==> src/rtl/mips_multicycle_control.sv <==
// mips_multicycle_control
//   Main control FSM of the multicycle MIPS datapath. It decodes the opcode
//   held in the instruction register and steps each instruction through
//   fetch, decode, execute, memory and writeback. It also drives the PC
//   enable, reports illegal opcodes and counts retired instructions.
//
// Ports
//   clk, rst_n      rising-edge clock, asynchronous active-low reset
//   opcode[5:0]     instr[31:26] from the instruction register
//   zero            ALU zero flag, used for the BEQ decision
//   mem_ready       memory completes the current access this cycle
//   pc_en           PC load enable (unconditional write or taken branch)
//   pc_src          PC mux select: 0 = ALU result, 1 = ALUOut
//   jump_sel        PC takes the jump target, overriding pc_src
//   iord            memory address: 0 = PC, 1 = ALUOut
//   mem_read/write  memory strobes
//   ir_write        instruction register load
//   reg_write       register file write
//   reg_dst         write register: 0 = rt, 1 = rd
//   mem_to_reg      writeback data: 0 = ALUOut, 1 = MDR
//   alu_src_a       ALU A operand: 0 = PC, 1 = register A
//   alu_src_b[1:0]  ALU B operand: 00 = B, 01 = 4, 10 = imm, 11 = imm<<2
//   alu_op[1:0]     00 = add, 01 = subtract, 10 = decode funct
//   illegal_op      one-cycle pulse when DECODE sees an unknown opcode
//   retired_count   number of completed instructions (wraps)
//   state[3:0]      current state encoding, for debug
module mips_multicycle_control (
  input  logic        clk,
  input  logic        rst_n,
  input  logic [5:0]  opcode,
  input  logic        zero,
  input  logic        mem_ready,
  output logic        pc_en,
  output logic        pc_src,
  output logic        jump_sel,
  output logic        iord,
  output logic        mem_read,
  output logic        mem_write,
  output logic        ir_write,
  output logic        reg_write,
  output logic        reg_dst,
  output logic        mem_to_reg,
  output logic        alu_src_a,
  output logic [1:0]  alu_src_b,
  output logic [1:0]  alu_op,
  output logic        illegal_op,
  output logic [31:0] retired_count,
  output logic [3:0]  state
);

  typedef enum logic [3:0] {
    ST_FETCH  = 4'd0,
    ST_DECODE = 4'd1,
    ST_MEMADR = 4'd2,
    ST_MEMRD  = 4'd3,
    ST_MEMWB  = 4'd4,
    ST_MEMWR  = 4'd5,
    ST_EXEC   = 4'd6,
    ST_ALUWB  = 4'd7,
    ST_BRANCH = 4'd8,
    ST_JUMP   = 4'd9,
    ST_ADDIEX = 4'd10,
    ST_ADDIWB = 4'd11
  } state_t;

  localparam logic [5:0] OP_R    = 6'b000000;
  localparam logic [5:0] OP_LW   = 6'b100011;
  localparam logic [5:0] OP_SW   = 6'b101011;
  localparam logic [5:0] OP_BEQ  = 6'b000100;
  localparam logic [5:0] OP_J    = 6'b000010;
  localparam logic [5:0] OP_ADDI = 6'b001000;

  state_t state_q;
  state_t state_d;
  logic   pc_write;
  logic   pc_write_cond;
  logic   retire;

  // State register; reset drops straight back to FETCH.
  always_ff @(posedge clk or negedge rst_n) begin
    if (!rst_n) begin
      state_q <= ST_FETCH;
    end else begin
      state_q <= state_d;
    end
  end

  // Retired-instruction counter, stepped on the final cycle of each
  // instruction. Abandoned (reset) and illegal instructions never count.
  always_ff @(posedge clk or negedge rst_n) begin
    if (!rst_n) begin
      retired_count <= 32'd0;
    end else if (retire) begin
      retired_count <= retired_count + 32'd1;
    end
  end

  // Next-state and output decode. Everything is held at 0 while reset is
  // asserted so no strobe escapes even though the state already reads FETCH.
  always_comb begin
    state_d       = ST_FETCH;
    pc_write      = 1'b0;
    pc_write_cond = 1'b0;
    pc_src        = 1'b0;
    jump_sel      = 1'b0;
    iord          = 1'b0;
    mem_read      = 1'b0;
    mem_write     = 1'b0;
    ir_write      = 1'b0;
    reg_write     = 1'b0;
    reg_dst       = 1'b0;
    mem_to_reg    = 1'b0;
    alu_src_a     = 1'b0;
    alu_src_b     = 2'b00;
    alu_op        = 2'b00;
    illegal_op    = 1'b0;
    retire        = 1'b0;

    if (rst_n) begin
      case (state_q)
        ST_FETCH: begin
          mem_read  = 1'b1;
          alu_src_b = 2'b01;
          ir_write  = mem_ready;
          pc_write  = mem_ready;
          state_d   = mem_ready ? ST_DECODE : ST_FETCH;
        end
        // The branch target is computed here so BRANCH can load it from ALUOut.
        ST_DECODE: begin
          alu_src_b = 2'b11;
          case (opcode)
            OP_LW, OP_SW: state_d = ST_MEMADR;
            OP_R:         state_d = ST_EXEC;
            OP_BEQ:       state_d = ST_BRANCH;
            OP_J:         state_d = ST_JUMP;
            OP_ADDI:      state_d = ST_ADDIEX;
            default: begin
              state_d    = ST_FETCH;
              illegal_op = 1'b1;
            end
          endcase
        end
        ST_MEMADR: begin
          alu_src_a = 1'b1;
          alu_src_b = 2'b10;
          state_d   = (opcode == OP_SW) ? ST_MEMWR : ST_MEMRD;
        end
        ST_MEMRD: begin
          mem_read = 1'b1;
          iord     = 1'b1;
          state_d  = mem_ready ? ST_MEMWB : ST_MEMRD;
        end
        ST_MEMWB: begin
          reg_write  = 1'b1;
          mem_to_reg = 1'b1;
          retire     = 1'b1;
        end
        ST_MEMWR: begin
          mem_write = 1'b1;
          iord      = 1'b1;
          retire    = mem_ready;
          state_d   = mem_ready ? ST_FETCH : ST_MEMWR;
        end
        ST_EXEC: begin
          alu_src_a = 1'b1;
          alu_op    = 2'b10;
          state_d   = ST_ALUWB;
        end
        ST_ALUWB: begin
          reg_write = 1'b1;
          reg_dst   = 1'b1;
          retire    = 1'b1;
        end
        ST_BRANCH: begin
          alu_src_a     = 1'b1;
          alu_op        = 2'b01;
          pc_write_cond = 1'b1;
          pc_src        = 1'b1;
          retire        = 1'b1;
        end
        ST_JUMP: begin
          pc_write = 1'b1;
          jump_sel = 1'b1;
          retire   = 1'b1;
        end
        ST_ADDIEX: begin
          alu_src_a = 1'b1;
          alu_src_b = 2'b10;
          state_d   = ST_ADDIWB;
        end
        ST_ADDIWB: begin
          reg_write = 1'b1;
          retire    = 1'b1;
        end
        default: begin
          state_d = ST_FETCH;
        end
      endcase
    end
  end

  assign pc_en = pc_write | (pc_write_cond & zero);
  assign state = state_q;

endmodule

==> config.mk <==
export PLATFORM = sky130hd
export DESIGN_NAME = mips_multicycle_control
export DESIGN_NICKNAME = d
export VERILOG_FILES = /design/src/rtl/mips_multicycle_control.sv
export SDC_FILE = /design/constraint.sdc
export NUM_CORES = 1
export LEC_CHECK = 0
export BUFFER_PORTS_ARGS = -buffer_cell sky130_fd_sc_hd__buf_2
export CAP_MARGIN = 20
export CELL_PAD_IN_SITES_DETAIL_PLACEMENT = 0
export CELL_PAD_IN_SITES_GLOBAL_PLACEMENT = 1
export CORE_MARGIN = 3
export CORE_UTILIZATION = 39
export DETAILED_ROUTE_END_ITERATION = 10
export GPL_TIMING_DRIVEN = 1
export PLACE_DENSITY_LB_ADDON = 0.3
export SYNTH_ARGS = -nofsm -noshare
export SYNTH_HDL_FRONTEND = slang
export SYNTH_SLANG_ARGS = --single-unit
==> constraint.sdc <==
create_clock -name clk -period 2.35 [get_ports clk]
set_input_delay 0 -clock clk [delete_from_list [all_inputs] [get_ports clk]]
set_output_delay 0 -clock clk [all_outputs]
set_load 0.01 [all_outputs]
-- Word-level counts from Yosys, hierarchy flattened
Index checks and enable logic that the tools add are counted.
- bits in registers: 36
- bits of input ports: 10
- output and inout port bits: 52
- word-level logic and storage cells: 69
- add/sub/neg operators: 1
- equality and inequality tests: 16
- multiplexer cells: 38
- bitwise logic cells: 2
- reductions and logical operators: 10
- operators by type and width (kind ; number):
    adder 32 x 1 -> 32 bit, second input constant ; 1
    one-hot mux 4 bit (7 select lines) ; 1
    2-to-1 mux 1 bit ; 26
    one-hot mux 4 bit (5 select lines) ; 1
    == test 4 x 3 -> 1 bit, second input constant ; 4
    == test 4 bit, second input constant ; 4
    == test 6 bit, second input constant ; 2
    2-to-1 mux 3 bit ; 3
    == test 4 x 2 -> 1 bit, second input constant ; 2
    OR reduction 2 bit ; 4
    == test 6 x 2 -> 1 bit, second input constant ; 1
    == test 6 x 3 -> 1 bit, second input constant ; 1
    == test 6 x 4 -> 1 bit, second input constant ; 1
    logical NOT 6 bit ; 1
    one-hot mux 2 bit (3 select lines) ; 1
    OR reduction 6 bit ; 1
    OR reduction 5 bit ; 1
    == test 4 x 1 -> 1 bit, second input constant ; 1
    logical NOT 4 bit ; 1
    2-to-1 mux 2 bit ; 2
    2-to-1 mux 4 bit ; 1
    one-hot mux 1 bit (2 select lines) ; 2
    one-hot mux 2 bit (2 select lines) ; 1
    OR reduction 4 bit ; 1
    other kinds (3) ; 3

-- Logic depth before layout (Yosys ltp)
Gate-level depths: netlist (run 1).
- depth after elaboration: 5
- mapped depth: 8
- gate-level depth less buffers: 4

-- Worst setup path after synthesis (run 1)
OpenSTA, ideal clock, no wires.
- path type: reg2reg
- start: register state_q[1] (netlist: state[1])
- end: register retired_count[29]
- library setup time: 0.079 ns
- data arrival time: 1.987 ns
- required time: 2.271 ns
- slack: 0.284 ns
- cell stages (with the launch flop): 9
- cells stage by stage: dfrtp_1 -> buf_6 -> nor2b_4 -> buf_6 -> or4_1 -> buf_2 -> buf_6 -> nor4_4 -> xor2_1
- cells in the longest elaborated chain, start to end: 4
- RTL lines (item ; RTL line ; RTL):
    start: declaration ; 73 ; state_t state_q;
    start signal: assignment ; 84 ; state_q <= state_d;
    == test 4 bit / == test 4 x 3 -> 1 bit (equally long branches) ; 120 ; case (state_q)
    OR reduction 5 bit (no line) ; - ;
    one-hot mux 1 bit (2 select lines) * ; 120 ;
    2-to-1 mux 1 bit * ; 119 ; if (rst_n) begin
    end signal: assignment ; 94 ; retired_count <= retired_count + 32'd1;
    end: declaration ; 47 ; output logic [31:0] retired_count,
Mark *: on every way between the ends. The rest lies on a longest branch, timed or not.
A chain may end at the register's enable or synchronous reset.

-- Final worst setup path (run 1)
- start: register state_q[2] (netlist: state[2])
- end: register retired_count[28]
Same word-level chain as after synthesis.

==> results of run 1 <==
-- per-stage QoR --
stage | power, mW | std cells | worst slack, ns | hold slack [ns]
5_1_grt | 1.324 | 361 | 0.08943 | 0.09133
3_3_place_gp | 0.8034 | 353 | 0.3353 | 0.1359
6_report | 1.253 | 361 | 0.2796 | 0.08759
4_1_cts | 1.272 | 361 | 0.2681 | 0.07522
3_5_place_dp | 0.8039 | 353 | 0.3097 | 0.1382
2_1_floorplan | 0.7355 | 226 | 0.2835 | -0.2956
-- cell families (layout without fill, tap and decap cells) --
family,count (synthesis),count (layout)
simple gates,118,118
flops,36,36
xor+xnor,34,34
compound gates,19,19
buf+inv,18,83
fa+ha+maj,1,1
-- Yosys cell counts (2+ instances only) --
cell type	count
inv_1	4
xnor2_1	20
nand4_1	18
buf_1	2
buf_4	2
nor3_1	12
nor4_4	2
nand2_1	17
nor2_1	14
and3_1	8
nor4b_1	5
a31oi_1	2
a211oi_1	2
buf_2	3
nor4_1	7
and2_1	3
or3_1	2
and4_1	5
nand3b_1	2
o21ai_0	5
nand2b_1	2
or4_1	2
buf_6	3
nor4_2	2
nand3_1	8
a21oi_1	5
xor2_1	14
clkbuf_1	4
dfrtp_1	36
-- path summary, 6_finish.rpt --
check | endpoint | slack (ns) | depth (start not counted)
setup / recovery | retired_count[28] | 0.28 | 5
hold / removal | state[3] | 0.09 | 4
setup reg to reg | retired_count[28] | 0.28 | 5
hold reg to reg | retired_count[31] | 0.47 | 1
max in group asynchronous | retired_count[3] | 1.66 | 3
min in group asynchronous | retired_count[26] | 0.34 | 3
-- area by class of cell --
| cell class | instances | area share (%) |
|---|---|---|
| Multi-Input combinational cell | 172 | 43.93 |
| Clock buffer | 7 | 3.625 |
| Sequential cell | 36 | 33.90 |
| Timing Repair Buffer | 72 | 14.69 |
| Inverter | 4 | 0.5650 |
| Tap cell | 70 | 3.296 |
-- cell usage in the layout, fill, tap and decap left out, types with 7 or more instances in the layout --
cell / instances
buf_2: 61
dfrtp_1: 36
xnor2_1: 20
nand4_1: 18
nand2_1: 17
nor2_1: 14
xor2_1: 14
nor3_1: 12
buf_4: 10
nand3_1: 8
and3_1: 8
nor4_1: 7
clkbuf_8: 7
-- per-layer routing --
metal	global-route usage, %	share of wire [%]	up-vias
met5	0	0	-
met4	4.054	0.92	0
met3	3.812	5.0	7
met2	25.75	46	46
met1	25.25	48	942
li1	-	-	952
-- state kept, by name (all words and copies together), names as in the netlist --
name and cells:
retired_count 32, state 4
-- power by group through the flow --
stage	clock (mW)	combinational (mW)	sequential [mW]
3_5_place_dp	0	0.131	0.673
5_1_grt	0.512	0.147	0.665
2_1_floorplan	0	0.0587	0.677
6_report	0.460	0.131	0.662
4_1_cts	0.477	0.133	0.662
3_3_place_gp	0	0.130	0.674
-- what timing repair did --
item,4_1_cts,5_1_grt
gates resized for setup,0,0
hold buffers,1,0
endpoints found under the hold margin,36,0
-- tightest hold or removal path: cells and delay by family --
| kind | cells | cell delay (ns) |
|---|---|---|
| compound gates | 2 | 0.16 |
| buf+inv | 1 | 0.10 |
| simple gates | 1 | 0.05 |
==> results.toml, run 1 <==
[floorplan]
initial_core_util_pct = 41.42
die_height_um = 80.59
boundaryPins = 62
core_um2 = 5238
chipWidth_um = 80.59
std_cell_rows = 26
die_area_um2 = 6494

[synth]
synthMuxAreaShare_pct = 0
synthSimpleGateAreaFrac_pct = 33.97
yosysWarnings = 0
async_flop_share_pct = 100.0
synth_ff_type = "dfrtp_1"
avgSynthCellArea_um2 = 9.600
netlist.top_cell.by_area = "dfrtp_1"
synthesis.instances = 226
synth_compound_gate_area_share_pct = 5.536
yosysTopAreaCellShare_pct = 41.52
synth.net_count = 237
largest_family_of_logic_cells_by_synthesized_area = "simple AND/OR/NAND/NOR gates"
yosys.area_share.xor_xnor_pct = 13.73
synth_cell_types = 44
synth.area.top_cells = "dfrtp_1 (42%), xnor2_1 (8.1%), xor2_1 (5.7%)"
synth.ff_latch_count = 36
post_synth_fa_ha_maj_area_fraction_pct = 0.5767
synth_enable_flop_cells = 0
yosysSeqAreaShare_pct = 41.52
syn-cell-area_um2 = 2170

[route]
detailedRoute.firstIterationViolations = 89
wl_per_cell_um = 14.38
first_pass_iters = 5
route.vias.total = 1947
drcViolationCount = 0
via_per_inst = 5.393
antenna_violating_nets_post_route = 0
detail_route.wirelength_mm = 5.192

[pwr]
power_frac_clock_pct = 36.7
peakVddDrop_mv = 0.2771
power_switching_share_pct = 24.10
power.sequential.fraction_pct = 52.8
total_internal_power_mw = 0.9509
pwr_per_cell_area_nw_per_um2 = 471.4
power.switching_mw = 0.3019
p_leak_nw = 1.264
pwr-share-comb_pct = 10.4

[final_layout]
nNetsFinal = 302
final_core_utilization_pct = 50.74
area_taken_by_multi_input_logic_gates_um2 = 1167
finish.instance_area_um2 = 2658
ff_latch_area_um2 = 900.9
insertedDiodeCount = 0
fillCellCount = 520
areaGrowthSynthToFinish_pct = 22.49
post_route_cells_drive_above_1_share_pct = 29.90

[critical_path]
timing.critical_path.required_ns = 2.56
worstSetupStartpointType = "register"
crit_arrival_ns = 2.28
timing.critical_path.from = "state[2]"
critical_path_peak_fanout = 15
crit-reg2reg-launch = "state[2]"
criticalPathCategory = "reg -> reg"
critPathSlowestCell = "dfrtp_1"
timing.critical_path.max_delay_family = "simple AND/OR/NAND/NOR gates"
timing.critical_path.buf_inv = 1
timing.critical_path.cells = "a21bo_2, or4_1, buf_4, nor4b_1, xor2_1"
critical-path-max-stage-delay_ns = 0.49
critPathCaptureType = "register"

[worst_hold_path]
hold_path.class = "in -> reg"
hold_path_startpoint = "opcode[4]"

[sta]
finalHoldViolCount = 0
clock_skew_ns = 0.007295
setup_violators_final = 0
grt_setup_unrepaired = "false"
tns_ns = 0
period_minus_slack_ns = 2.070
layout_worst_path_cycle_share_pct = 88.10
max_slew_margin_pct = 66.92
worst-slew-pin-transition_ns = 0.4962
achievable-frequency_mhz = 483.0
maxSlewViolCount = 0

[place]
place.port_buffers = 61
detailed_place_hpwl_mm = 3.753
routabilityCongestion = 0.8412
dpl-instance-area_um2 = 2551

[cts]
clk_latency_worst_skew_pair_ns = 0.28
cts_max_path_buffers = 2
htree_levels = 2
cts_setup_buffers = 0
cts_made_buffers = 5
cts.sinks = 36
ctsRootBufferMaster = "clkbuf_8"
clock_tree_from_tritoncts = "built"
path_clk_slew_ns = 0.07

[outcome]
run_status = "complete, no violations"

[global_routing]
global_route_wire_length_before_repair_mm = 8.783
grt_start_max_net_pins = 42
vias_in_the_first_global_route = 1805
grt_usage_pct = 17.24
grt_antenna_before_repair = 0
grt_overflow_total = 0

[run]
drv.max_cap_violation_count = 0
Power figures use the tool's default switching activity.
==> run 2: changes to the inputs <==
--- a/config.mk
+++ b/config.mk
@@ -13,7 +13,9 @@
 export CORE_UTILIZATION = 39
 export DETAILED_ROUTE_END_ITERATION = 10
 export GPL_TIMING_DRIVEN = 1
-export PLACE_DENSITY_LB_ADDON = 0.3
+export MAX_ROUTING_LAYER = met4
+export PLACE_DENSITY = 0.87
+export SLEW_MARGIN = 5
 export SYNTH_ARGS = -nofsm -noshare
 export SYNTH_HDL_FRONTEND = slang
 export SYNTH_SLANG_ARGS = --single-unit
==> results.toml, run 2 (synthesis gave the netlist of run 1 again) <==
[route]
via_per_inst = 5.395
detailedRoute.firstIterationViolations = 144
antenna_violating_nets_post_route = 0
drcViolationCount = 0
wl_per_cell_um = 14.22
route.vias.total = 1953
first_pass_iters = 4
detail_route.wirelength_mm = 5.147

[global_routing]
global_route_wire_length_before_repair_mm = 8.804
grt_overflow_total = 0
grt_start_max_net_pins = 42
vias_in_the_first_global_route = 1788
grt_antenna_before_repair = 0
grt_usage_pct = 17.91

[floorplan]
core_um2 = 5238
std_cell_rows = 26
die_height_um = 80.59
boundaryPins = 62
chipWidth_um = 80.59
die_area_um2 = 6494
initial_core_util_pct = 41.42

[outcome]
run_status = "complete, no violations"

[critical_path]
timing.critical_path.cells = "a21bo_2, or4_1, buf_4, nor4_1, xor2_1"
criticalPathCategory = "reg -> reg"
crit_arrival_ns = 2.30
critPathCaptureType = "register"
critical-path-max-stage-delay_ns = 0.49
timing.critical_path.max_delay_family = "simple AND/OR/NAND/NOR gates"
critical_path_peak_fanout = 15
critPathSlowestCell = "dfrtp_1"
timing.critical_path.required_ns = 2.56
worstSetupStartpointType = "register"
timing.critical_path.buf_inv = 1

[place]
detailed_place_hpwl_mm = 3.735
routabilityCongestion = 0.8423
place.port_buffers = 61
post-place-cells = 353

[final_layout]
post_route_cells_drive_above_1_share_pct = 29.45
areaGrowthSynthToFinish_pct = 22.20
insertedDiodeCount = 0
mostFrequentLayoutCell = "buf_2"
final-instance-count-excl-fill = 362
largest_register_ff_count = 32
mostFrequentLayoutCells = "buf_2 (61), dfrtp_1 (36), xnor2_1 (20)"
largest-register = "retired_count"
nNetsFinal = 302

[sta]
achievable-frequency_mhz = 478.8
worst-slew-pin-transition_ns = 0.4947
setup_violators_final = 0
tns_ns = 0
maxSlewViolCount = 0
finalHoldViolCount = 0
clock_skew_ns = 0.001686
layout_worst_path_cycle_share_pct = 88.87
grt_setup_unrepaired = "false"
max_slew_margin_pct = 67.02
period_minus_slack_ns = 2.088

[cts]
clock_tree_from_tritoncts = "built"
cts.sinks = 36
cts_made_buffers = 5
postCtsResizedCells = 0
cts_max_path_buffers = 2
path_clk_slew_ns = 0.07
htree_levels = 2
ctsRootBufferMaster = "clkbuf_8"
clk_latency_worst_skew_pair_ns = 0.28

[pwr]
power_frac_clock_pct = 36.2
power.sequential.fraction_pct = 53.6
p_leak_nw = 1.260
total_power_of_the_final_layout_mw = 1.239
peakVddDrop_mv = 0.3411
power.switching_mw = 0.3107
pwr_per_cell_area_nw_per_um2 = 467.4
pwr-share-comb_pct = 10.1
power_switching_share_pct = 25.07
total_internal_power_mw = 0.9286

[run]
drv.max_cap_violation_count = 0

[worst_hold_path]
hold_path.class = "in -> reg"
==> run 2: changes by cell type in the layout (fill, tap and decap cells not counted) <==
cell	delta
clkbuf_1	+2
clkbuf_8	-1
==> run 2: metrics by stage <==
stage / cell area (um^2) / hold slack [ns] / setup slack [ns] / util (%)
3_3_place_gp: 2551 / 0.1366 / 0.3244 / 48.71
5_1_grt: 2651 / 0.09208 / 0.06995 / 50.62
4_1_cts: 2651 / 0.06361 / 0.2610 / 50.62
6_report: 2651 / 0.06930 / 0.2616 / 50.62
2_1_floorplan: 2170 / -0.2956 / 0.2835 / -
3_5_place_dp: 2551 / 0.1352 / 0.2862 / 48.71
==> run 2: area by class of cell <==
class / instances / area [um^2]
Clock buffer: 8 / 90.09
Fill cell: 503 / 2586
Inverter: 4 / 15.01
Multi-Input combinational cell: 172 / 1167
Sequential cell: 36 / 900.9
Tap cell: 70 / 87.58
Timing Repair Buffer: 72 / 390.4
==> run 2: routing by layer <==
layer | share of wire (%) | vias up | global-route usage (%)
li1 | - | 945 | -
met1 | 47 | 957 | 24.33
met2 | 48 | 47 | 26.82
met3 | 5.0 | 4 | 3.587
met4 | 0.74 | 0 | 5.912
met5 | 0 | - | -
==> run 2: path summary, 6_finish.rpt <==
check / end / slack, ns / from / cells past startpoint
setup / recovery: retired_count[25] / 0.26 / state[2] / 5
max in group asynchronous: retired_count[14] / 1.67 / rst_n / 3
setup reg to reg: retired_count[25] / 0.26 / state[2] / 5
hold reg to reg: retired_count[31] / 0.47 / retired_count[31] / 1
min in group asynchronous: retired_count[31] / 0.33 / rst_n / 3
hold / removal: state[0] / 0.07 / opcode[1] / 3
==> run 2: timing repair <==
item,4_1_cts,5_1_grt
endpoints found under the hold margin,36,0
buffers inserted,0,0
hold buffers,1,0
==> run 2: worst min-delay path, stage by stage <==
cell	delay, ns
buf_2	0.13
nand3b_1	0.08
a31oi_1	0.08
==> run 2: power groups by stage <==
stage,Sequential [mW],Combinational [mW],Clock (mW)
after floorplan,0.677,0.0587,0
after global placement,0.676,0.127,0
after detailed placement,0.676,0.128,0
after CTS,0.665,0.129,0.464
after global routing,0.669,0.144,0.501
final,0.665,0.126,0.449
==> run 3: changes to the inputs <==
==> constraint.sdc (replaced) <==
create_clock -name clk -period 1.98 [get_ports clk]
set_input_delay 0 -clock clk [delete_from_list [all_inputs] [get_ports clk]]
set_output_delay 0 -clock clk [all_outputs]
set_load 0.01 [all_outputs]
==> results.toml, run 3 (synthesis gave the netlist of run 1 again) <==
[place]
place.port_buffers = 61
detailed_place_hpwl_mm = 3.855
post-place-ws_ns = 0.1118
routabilityCongestion = 0.8119
dpl-instance-area_um2 = 2599
post-place-cells = 357

[final_layout]
mostFrequentLayoutCell = "buf_2"
largest_register_ff_count = 32
post_route_cells_drive_above_1_share_pct = 33.11
insertedDiodeCount = 0
mostFrequentLayoutCells = "buf_2 (61), dfrtp_1 (36), xnor2_1 (20)"
nNetsFinal = 307
finish.instance_area_um2 = 2759
areaGrowthSynthToFinish_pct = 27.16
largest-register = "retired_count"
final_core_utilization_pct = 52.68
final-instance-count-excl-fill = 366

[route]
via_per_inst = 5.418
antenna_violating_nets_post_route = 0
first_pass_iters = 4
wl_per_cell_um = 14.69
detail_route.wirelength_mm = 5.375
detailedRoute.firstIterationViolations = 68
route.vias.total = 1983
drcViolationCount = 0

[floorplan]
initial_core_util_pct = 41.42
chipWidth_um = 80.59
boundaryPins = 62
core_um2 = 5238
die_height_um = 80.59
die_area_um2 = 6494
std_cell_rows = 26

[global_routing]
grt_usage_pct = 18.01
vias_in_the_first_global_route = 1877
grt_start_max_net_pins = 37
grt_overflow_total = 0
grt_antenna_before_repair = 0
global_route_wire_length_before_repair_mm = 9.039

[pwr]
peakVddDrop_mv = 0.2352
total_internal_power_mw = 1.134
p_leak_nw = 1.333
pwr-share-comb_pct = 10.9
power.sequential.fraction_pct = 52.3
pwr_per_cell_area_nw_per_um2 = 544.5
power_frac_clock_pct = 36.8
total_power_of_the_final_layout_mw = 1.502
power.switching_mw = 0.3684
power_switching_share_pct = 24.52

[critical_path]
timing.critical_path.max_delay_family = "simple AND/OR/NAND/NOR gates"
critical-path-max-stage-delay_ns = 0.62
critPathSlowestCell = "or4_4"
crit-reg2reg-launch = "state[2]"
r2r_end = "retired_count[27]"
setup.reg_to_reg.worst_slack_ns = 0.08
critical_path_peak_fanout = 12
criticalPathCategory = "reg -> reg"
timing.critical_path.buf_inv = 0
critPathCaptureType = "register"
timing.critical_path.depth = 4
worstSetupStartpointType = "register"
timing.critical_path.required_ns = 2.18
timing.critical_path.cells = "a21bo_2, or4_4, nor4_1, xor2_1"
worst_r2r_path_depth = 4
crit_arrival_ns = 2.10

[cts]
clk_latency_worst_skew_pair_ns = 0.28
cts_made_buffers = 5
clock_tree_from_tritoncts = "built"
cts_setup_buffers = 0
cts.sinks = 36
cts_max_path_buffers = 2
htree_levels = 2
ctsRootBufferMaster = "clkbuf_8"
path_clk_slew_ns = 0.07

[sta]
finalHoldViolCount = 0
achievable-frequency_mhz = 525.5
tns_ns = 0
layout_worst_path_cycle_share_pct = 96.11
clock_skew_ns = 0.004415
worst-slew-pin-transition_ns = 0.4552
timing.final.ws_setup_ns = 0.07711
setup_violators_final = 0
maxSlewViolCount = 0
period_minus_slack_ns = 1.903
max_slew_margin_pct = 69.37
whs_ns = 0.08233
grt_setup_unrepaired = "false"

[worst_hold_path]
hold-path-endpoint = "state[0]"
hold_path_depth = 3
hold_path.class = "in -> reg"
hold_path_startpoint = "opcode[1]"

[outcome]
run_status = "complete, no violations"

[run]
drv.max_cap_violation_count = 0
-- run 3: area by class of cell --
class                           count  area [um^2]
Timing Repair Buffer               77        440.4
Inverter                            4        15.01
Sequential cell                    36        900.9
Fill cell                         490         2479
Multi-Input combinational cell    172         1219
Tap cell                           70        87.58
Clock buffer                        7        96.34
-- run 3: routing by layer --
| metal | part of all wire [%] | vias up | track usage (%) |
|---|---|---|---|
| met2 | 48 | 54 | 28.48 |
| met4 | 1.4 | 0 | 5.405 |
| met1 | 44 | 960 | 22.67 |
| li1 | - | 961 | - |
| met5 | 0 | - | - |
| met3 | 6.0 | 8 | 4.709 |
-- run 3: what timing repair did --
action | 4_1_cts | 5_1_grt
gates resized for setup | 0 | 5
hold buffers | 2 | 0
endpoints found under the setup margin | 0 | 3
hold endpoints to repair | 36 | 0
-- run 3: power groups by stage --
stage / registers (mW) / logic (mW) / clock network, mW
after floorplan: 0.803 / 0.0700 / 0
after CTS: 0.786 / 0.165 / 0.571
after global placement: 0.799 / 0.156 / 0
after detailed placement: 0.800 / 0.158 / 0
final: 0.786 / 0.163 / 0.553
after global routing: 0.789 / 0.183 / 0.601
-- run 3: worst max-delay path by stage --
stage             start           endpoint  slack [ns]
4_1_cts        state[2]  retired_count[28]        0.08
5_1_grt        state[2]  retired_count[27]       0.008
3_3_place_gp   state[2]  retired_count[28]        0.15
3_5_place_dp   state[2]  retired_count[28]        0.11
2_1_floorplan  state[1]  retired_count[19]       -0.03
6_report       state[2]  retired_count[27]        0.08
-- run 3: worst register-to-register path: cells and delay by family, from the launching register on --
family,cells,cell delay [ns]
AOI/OAI and AO/OA,1,0.25
DFF,1,0.39
and+or+nand+nor,2,0.99
xor gates and xnor gates,1,0.20
